<file path="config.mk">
export PLATFORM = sky130hd
export DESIGN_NAME = bounded_grant_arbiter
export DESIGN_NICKNAME = d
export VERILOG_FILES = /design/src/rtl/bounded_grant_arbiter.sv
export SDC_FILE = /design/constraint.sdc
export NUM_CORES = 1
export LEC_CHECK = 0
export CORE_MARGIN = 2
export CORE_UTILIZATION = 30
export DETAILED_ROUTE_END_ITERATION = 6
export HOLD_SLACK_MARGIN = 0.05
export PLACE_DENSITY_LB_ADDON = 0.1
export SLEW_MARGIN = 20
export SYNTH_ARGS = -nofsm -noshare
export SYNTH_HDL_FRONTEND = slang
export SYNTH_SLANG_ARGS = --single-unit
</file>
<file path="constraint.sdc">
create_clock -name clk_i -period 2.55 [get_ports clk_i]
set_input_delay 0.51 -clock clk_i [delete_from_list [all_inputs] [get_ports clk_i]]
set_output_delay 0.51 -clock clk_i [all_outputs]
set_load 0.03 [all_outputs]
</file>
<file path="src/rtl/bounded_grant_arbiter.sv">
// -----------------------------------------------------------------------------
// bounded_grant_arbiter
//
// Round-robin arbiter that hands a shared bounded-counter resource to one of
// N_REQ requesters at a time. A tenure lasts at most MAX_BEATS cycles. It ends
// early when the owner drops its request or raises its done bit. Every tenure
// is followed by exactly one turnaround (GAP) cycle.
//
// Parameters
//   N_REQ      number of requesters (2..8)
//   MAX_BEATS  maximum tenure length in cycles (1..3)
//   CNT_W      beat counter width, must be able to hold MAX_BEATS
//
// Ports
//   clk_i          single clock, rising edge
//   resetn_i       synchronous active-low reset
//   req_i          level request per requester
//   done_i         early release, only the current owner's bit is honoured
//   gnt_o          one-hot grant (registered)
//   gnt_valid_o    OR of gnt_o (registered)
//   gnt_id_o       index of the current or last owner (registered)
//   beat_cnt_o     beat number of the current tenure, 1..MAX_BEATS, 0 when idle
//   expired_o      one-cycle pulse in the GAP cycle after a tenure that ended by
//                  reaching MAX_BEATS
// -----------------------------------------------------------------------------
module bounded_grant_arbiter #(
  parameter int N_REQ     = 4,
  parameter int MAX_BEATS = 3,
  parameter int CNT_W     = 2,
  localparam int ID_W     = (N_REQ > 1) ? $clog2(N_REQ) : 1
) (
  input  logic             clk_i,
  input  logic             resetn_i,
  input  logic [N_REQ-1:0] req_i,
  input  logic [N_REQ-1:0] done_i,
  output logic [N_REQ-1:0] gnt_o,
  output logic             gnt_valid_o,
  output logic [ID_W-1:0]  gnt_id_o,
  output logic [CNT_W-1:0] beat_cnt_o,
  output logic             expired_o
);

  typedef enum logic [1:0] {
    ST_IDLE  = 2'd0,
    ST_GRANT = 2'd1,
    ST_GAP   = 2'd2
  } state_e;

  // Round-robin search: the first set request strictly after `lst`, wrapping
  // around. The previous owner is therefore examined last. Returns
  // {found, index}.
  function automatic logic [ID_W:0] rr_pick(input logic [N_REQ-1:0] r,
                                            input logic [ID_W-1:0]  lst);
    logic            found;
    logic [ID_W-1:0] idx;
    logic [ID_W-1:0] cand;
    found = 1'b0;
    idx   = '0;
    for (int i = 1; i <= N_REQ; i++) begin
      cand = ID_W'((int'(lst) + i) % N_REQ);
      if (!found && r[cand]) begin
        found = 1'b1;
        idx   = cand;
      end else begin
        found = found;
      end
    end
    return {found, idx};
  endfunction

  state_e           state_q, state_d;
  logic [N_REQ-1:0] gnt_q, gnt_d;
  logic             gnt_valid_q, gnt_valid_d;
  logic [ID_W-1:0]  gnt_id_q, gnt_id_d;
  logic [CNT_W-1:0] beat_cnt_q, beat_cnt_d;
  logic             expired_q, expired_d;
  logic [ID_W-1:0]  last_q, last_d;

  logic [ID_W:0]    pick_s;
  logic             win_found_s;
  logic [ID_W-1:0]  win_idx_s;
  logic             owner_rel_s;
  logic             at_max_s;

  assign pick_s      = rr_pick(req_i, last_q);
  assign win_found_s = pick_s[ID_W];
  assign win_idx_s   = pick_s[ID_W-1:0];

  // Owner-driven release has priority over expiry, so a done in the final
  // beat reports a normal (non-expired) end of tenure.
  assign owner_rel_s = ~req_i[gnt_id_q] | done_i[gnt_id_q];
  assign at_max_s    = (beat_cnt_q == CNT_W'(MAX_BEATS));

  // State and output registers with synchronous active-low reset.
  always_ff @(posedge clk_i) begin
    if (!resetn_i) begin
      state_q     <= ST_IDLE;
      gnt_q       <= '0;
      gnt_valid_q <= 1'b0;
      gnt_id_q    <= '0;
      beat_cnt_q  <= '0;
      expired_q   <= 1'b0;
      last_q      <= ID_W'(N_REQ - 1);
    end else begin
      state_q     <= state_d;
      gnt_q       <= gnt_d;
      gnt_valid_q <= gnt_valid_d;
      gnt_id_q    <= gnt_id_d;
      beat_cnt_q  <= beat_cnt_d;
      expired_q   <= expired_d;
      last_q      <= last_d;
    end
  end

  // Next-state logic.
  always_comb begin
    state_d = ST_IDLE;
    case (state_q)
      ST_IDLE, ST_GAP: begin
        if (win_found_s) begin
          state_d = ST_GRANT;
        end else begin
          state_d = ST_IDLE;
        end
      end
      ST_GRANT: begin
        if (owner_rel_s || at_max_s) begin
          state_d = ST_GAP;
        end else begin
          state_d = ST_GRANT;
        end
      end
      default: begin
        // Unreachable encoding: fall back to a safe idle state.
        state_d = ST_IDLE;
      end
    endcase
  end

  // Next values of the registered outputs and of the round-robin pointer.
  always_comb begin
    gnt_d      = '0;
    gnt_id_d   = gnt_id_q;
    beat_cnt_d = '0;
    expired_d  = 1'b0;
    last_d     = last_q;
    case (state_q)
      ST_IDLE, ST_GAP: begin
        if (win_found_s) begin
          gnt_d      = N_REQ'(1) << win_idx_s;
          gnt_id_d   = win_idx_s;
          beat_cnt_d = CNT_W'(1);
          last_d     = win_idx_s;
        end else begin
          gnt_d      = '0;
          beat_cnt_d = '0;
        end
      end
      ST_GRANT: begin
        if (owner_rel_s) begin
          gnt_d      = '0;
          beat_cnt_d = '0;
          expired_d  = 1'b0;
        end else if (at_max_s) begin
          gnt_d      = '0;
          beat_cnt_d = '0;
          expired_d  = 1'b1;
        end else begin
          // Below the limit here, so the increment cannot wrap.
          gnt_d      = gnt_q;
          beat_cnt_d = beat_cnt_q + CNT_W'(1);
        end
      end
      default: begin
        gnt_d      = '0;
        beat_cnt_d = '0;
        expired_d  = 1'b0;
      end
    endcase
    gnt_valid_d = |gnt_d;
  end

  assign gnt_o       = gnt_q;
  assign gnt_valid_o = gnt_valid_q;
  assign gnt_id_o    = gnt_id_q;
  assign beat_cnt_o  = beat_cnt_q;
  assign expired_o   = expired_q;

endmodule

</file>
==> report_table.html <==
<table>
<tr><th>Metric</th><th>Value</th></tr>
<tr><th colspan="2">Yosys</th></tr>
<tr><td>Number of standard cells after synthesis</td><td>65</td></tr>
<tr><td>Post-synthesis instance area</td><td>639 um2</td></tr>
<tr><td>Number of distinct library cells after synthesis</td><td>28</td></tr>
<tr><td>Count of state elements after synthesis</td><td>14</td></tr>
<tr><td>Fraction of registers with async set or reset after synthesis</td><td>0%</td></tr>
<tr><td>EDFF count, synth</td><td>0</td></tr>
<tr><td>Top post-synthesis cells by count</td><td>sky130_fd_sc_hd__dfxtp_1, sky130_fd_sc_hd__a21oi_1, sky130_fd_sc_hd__nor2_1</td></tr>
<tr><td>Post-Synthesis Net Count</td><td>76</td></tr>
<tr><td>Average footprint of a synthesized cell</td><td>9.84 um2</td></tr>
<tr><td>Area fraction of the dominant cell type after synthesis</td><td>approximately 44%</td></tr>
<tr><td>Most frequently used flop master after synthesis</td><td>sky130_fd_sc_hd__dfxtp_1</td></tr>
<tr><td>Ranking of synthesized cells by area</td><td>sky130_fd_sc_hd__dfxtp_1, sky130_fd_sc_hd__a32o_2, sky130_fd_sc_hd__a21oi_1</td></tr>
<tr><td>Share of synthesized area occupied by flip-flops and latches</td><td>between 40% and 50%</td></tr>
<tr><td>Count of synthesis-stage warnings from yosys</td><td>0</td></tr>
<tr><td>Yosys top cell by area</td><td>sky130_fd_sc_hd__dfxtp_1</td></tr>
<tr><td>Library cell with the highest instance count after synthesis</td><td>sky130_fd_sc_hd__dfxtp_1</td></tr>
<tr><th colspan="2">Route</th></tr>
<tr><td>Average wire per standard cell</td><td>roughly 12 um</td></tr>
<tr><td>Vias after detailed routing</td><td>568</td></tr>
<tr><td>Final WL</td><td>1370 um</td></tr>
<tr><td>Iteration-0 DRC Markers</td><td>10</td></tr>
<tr><td>Post-detailed-route DRC marker count</td><td>0</td></tr>
<tr><td>Vias per inst</td><td>~5.0</td></tr>
<tr><td>Count of TritonRoute iterations in the first routing pass</td><td>4</td></tr>
<tr><td>Remaining number of nets flagged by the antenna check after routing</td><td>0</td></tr>
<tr><th colspan="2">Die</th></tr>
<tr><td>Chip width</td><td>50.2 um</td></tr>
<tr><td>Die ar.</td><td>around 2500 um2</td></tr>
<tr><td>Number of standard-cell rows in the floorplan</td><td>16</td></tr>
<tr><td>Starting density of the core</td><td>about 32%</td></tr>
<tr><td>Overall die height</td><td>between 50 and 60 um</td></tr>
<tr><td>Number of ports placed on the die boundary</td><td>20</td></tr>
<tr><td>Core area</td><td>roughly 2000 um2</td></tr>
<tr><th colspan="2">STA</th></tr>
<tr><td>Post-route minimum period</td><td>~1900 ps</td></tr>
<tr><td>Ratio of final minimum period to clock period</td><td>75.5%</td></tr>
<tr><td>Fmax</td><td>a little over 500 MHz</td></tr>
<tr><td>Pins Over Slew Limit</td><td>0</td></tr>
<tr><td>Final hold violation count</td><td>0</td></tr>
<tr><td>Post-route setup slack</td><td>approximately 620 ps</td></tr>
<tr><td>Worst-case clock skew</td><td>3.40 ps</td></tr>
<tr><td>Worst-margin pin slew</td><td>~310 ps</td></tr>
<tr><td>Setup violation total in the final timing report</td><td>0</td></tr>
<tr><td>Unrepaired setup endpoints after global routing</td><td>false</td></tr>
<tr><td>Relative slew slack</td><td>between 70% and 80%</td></tr>
<tr><td>Total negative slack for setup checks</td><td>0 ps</td></tr>
<tr><th colspan="2">Status</th></tr>
<tr><td>Run status</td><td>finished, final reports clean</td></tr>
<tr><th colspan="2">Clocking</th></tr>
<tr><td>Clock tree from TritonCTS</td><td>built</td></tr>
<tr><td>Sinks on the clock net</td><td>14</td></tr>
<tr><td>Hold buffers post-CTS</td><td>0</td></tr>
<tr><td>Post-CTS resize count</td><td>0</td></tr>
<tr><td>Setup fix buffers added after clock tree synthesis</td><td>0</td></tr>
<tr><td>Count of H-tree levels built during CTS</td><td>1</td></tr>
<tr><td>Clock latency on the worst-skew pair</td><td>between 200 and 300 ps</td></tr>
<tr><td>Clk buf depth</td><td>2</td></tr>
<tr><td>Clk Tree Root Cell</td><td>sky130_fd_sc_hd__clkbuf_4</td></tr>
<tr><td>Clock transition time at the flip-flop clock pins of the worst setup and hold paths</td><td>~80 ps</td></tr>
<tr><td>Cts bufs inserted</td><td>3</td></tr>
<tr><th colspan="2">GRT</th></tr>
<tr><td>Largest net degree at the start of global routing</td><td>9</td></tr>
<tr><td>First-pass GRT wire length</td><td>roughly 2400 um</td></tr>
<tr><td>Via count of the first global-routing pass</td><td>~550</td></tr>
<tr><td>Total GRT Usage</td><td>12.7%</td></tr>
<tr><td>Antenna violations before repair</td><td>0</td></tr>
<tr><td>Leftover overflow at the end of global routing</td><td>0</td></tr>
<tr><th colspan="2">Hold path</th></tr>
<tr><td>Hold Path Class</td><td>flop to flop</td></tr>
<tr><th colspan="2">Critical path</th></tr>
<tr><td>Critical path endpoint category</td><td>flop</td></tr>
<tr><td>WS Path Type</td><td>primary input to flop</td></tr>
<tr><td>Startpoint kind of the worst setup timing path</td><td>primary input</td></tr>
<tr><td>Critical Path AT</td><td>roughly 2100 ps</td></tr>
<tr><td>Maximum fanout along the worst path</td><td>7</td></tr>
<tr><td>Required arrival time at the worst endpoint</td><td>approximately 2800 ps</td></tr>
<tr><th colspan="2">Finish</th></tr>
<tr><td>Area growth from synthesis to layout</td><td>39.1%</td></tr>
<tr><td>Net total in the final layout</td><td>100</td></tr>
<tr><td>Fraction of final layout cells sized beyond drive strength 1</td><td>around 16%</td></tr>
<tr><td>Final Cell Area</td><td>between 800 and 900 um2</td></tr>
<tr><td>N_diodes</td><td>0</td></tr>
<tr><th colspan="2">Placement</th></tr>
<tr><td>Detailed Place HPWL</td><td>between 1000 and 1500 um</td></tr>
<tr><td>Final weighted congestion of routability-driven global placement</td><td>between 0.7 and 0.8</td></tr>
<tr><td>Worst Setup Slack post-DPL</td><td>~330 ps</td></tr>
<tr><td>Dpl cell area</td><td>867 um2</td></tr>
<tr><td>Number of port buffers</td><td>19</td></tr>
<tr><th colspan="2">Job</th></tr>
<tr><td>Max Cap Violations</td><td>0</td></tr>
<tr><th colspan="2">Power and ir drop</th></tr>
<tr><td>Static Leakage</td><td>0.376 nW</td></tr>
<tr><td>Max rail drop VDD</td><td>0.000286 V</td></tr>
<tr><td>Pwr dens</td><td>between 600 and 700 nW/um2</td></tr>
</table>
## routing by layer
layer / up-vias / GRT usage [%] / wire (um)
met5: - / 0 / 0
met4: 0 / 8.33 / 30
met3: 4 / 2.98 / 76
met2: 15 / 18.6 / 622
met1: 266 / 16.5 / 644
li1: 283 / - / -
## layout make-up
| type | count | area, um2 |
|---|---|---|
| Fill cell | 182 | 1090 |
| Multi-Input combinational cell | 47 | 344 |
| Sequential cell | 14 | 280 |
| Timing Repair Buffer | 20 | 198 |
| Tap cell | 27 | 33.8 |
| Clock buffer | 3 | 22.5 |
| Inverter | 3 | 11.3 |
## metrics by stage
| step | instances | power, W | utilization, % | hold WS [ps] |
|---|---|---|---|---|
| global route | 114 | 0.000566 | 44.9 | 526 |
| detailed placement | 111 | 0.000421 | 43.8 | 482 |
| CTS | 114 | 0.000542 | 44.9 | 505 |
| global placement | 111 | 0.000421 | 43.8 | 488 |
| finish | 114 | 0.000534 | 44.9 | 498 |
| floorplan | 65 | 0.000357 | - | 503 |
## path summary, 6_finish.rpt
check                           startpoint                       end  depth (start not counted)  slack [ps]
setup / recovery                  req_i[1]       gnt_o[2]$_SDFF_PN0_                          5         620
hold / removal    beat_cnt_o[0]$_SDFF_PN0_  beat_cnt_o[0]$_SDFF_PN0_                          2         500
setup reg to reg  gnt_id_o[1]$_SDFFE_PN0P_       gnt_o[2]$_SDFF_PN0_                          4        1060
hold reg to reg   beat_cnt_o[0]$_SDFF_PN0_  beat_cnt_o[0]$_SDFF_PN0_                          2         500
## cells in the final DEF (no fill, tap or decap)
cell and count:
sky130_fd_sc_hd__clkdlybuf4s50_1 19, sky130_fd_sc_hd__dfxtp_1 14, sky130_fd_sc_hd__a21oi_1 5, sky130_fd_sc_hd__nor2_1 5, sky130_fd_sc_hd__and2_1 4, sky130_fd_sc_hd__nand2b_1 4
sky130_fd_sc_hd__a32o_2 4, sky130_fd_sc_hd__inv_1 3, sky130_fd_sc_hd__nand2_1 3, sky130_fd_sc_hd__clkbuf_4 3, sky130_fd_sc_hd__o21ai_0 2, sky130_fd_sc_hd__o221ai_1 2
sky130_fd_sc_hd__a21o_1 2, sky130_fd_sc_hd__or2b_1 1, sky130_fd_sc_hd__and3b_2 1, sky130_fd_sc_hd__or3_1 1, sky130_fd_sc_hd__and2b_2 1, sky130_fd_sc_hd__a21boi_0 1
sky130_fd_sc_hd__mux4_2 1, sky130_fd_sc_hd__nand3b_1 1, sky130_fd_sc_hd__nor3_4 1, sky130_fd_sc_hd__o221a_2 1, sky130_fd_sc_hd__or2_1 1, sky130_fd_sc_hd__nor3b_1 1
sky130_fd_sc_hd__nor3_1 1, sky130_fd_sc_hd__or4_1 1, sky130_fd_sc_hd__or2_2 1, sky130_fd_sc_hd__o32ai_1 1, sky130_fd_sc_hd__ha_1 1, sky130_fd_sc_hd__buf_4 1
## state kept, by name, summed over array words and instances, names as in the netlist
signal,cells
state_q,2
gnt_o,4
gnt_id_o,2
last_q,2
expired_o,1
beat_cnt_o,2
gnt_valid_o,1
## report_power, final
group | leakage (nW) | internal, W | switching (W) | total (W)
clock network | 0.0138 | 0.0000547 | 0.0000644 | 0.000119
registers | 0.115 | 0.000240 | 0.0000155 | 0.000256
logic | 0.247 | 0.0000771 | 0.0000817 | 0.000159
total | 0.376 | 0.000372 | 0.000162 | 0.000534
## logic make-up after synthesis
family          Yosys count  synth area share [%]
simple gates             27                  26.4
fa+ha+maj                 1                  1.96
compound gates           18                  21.9
buf+inv                   4                  2.35
mux                       1                  3.52
flops                    14                  43.8
## worst max-delay path: stages
cell,delay [ps]
sky130_fd_sc_hd__clkdlybuf4s50_1,560
sky130_fd_sc_hd__nand2b_1,70
sky130_fd_sc_hd__mux4_2,540
sky130_fd_sc_hd__nor3_4,300
sky130_fd_sc_hd__a32o_2,170
Note: power is estimated with default switching activity, not from simulation.
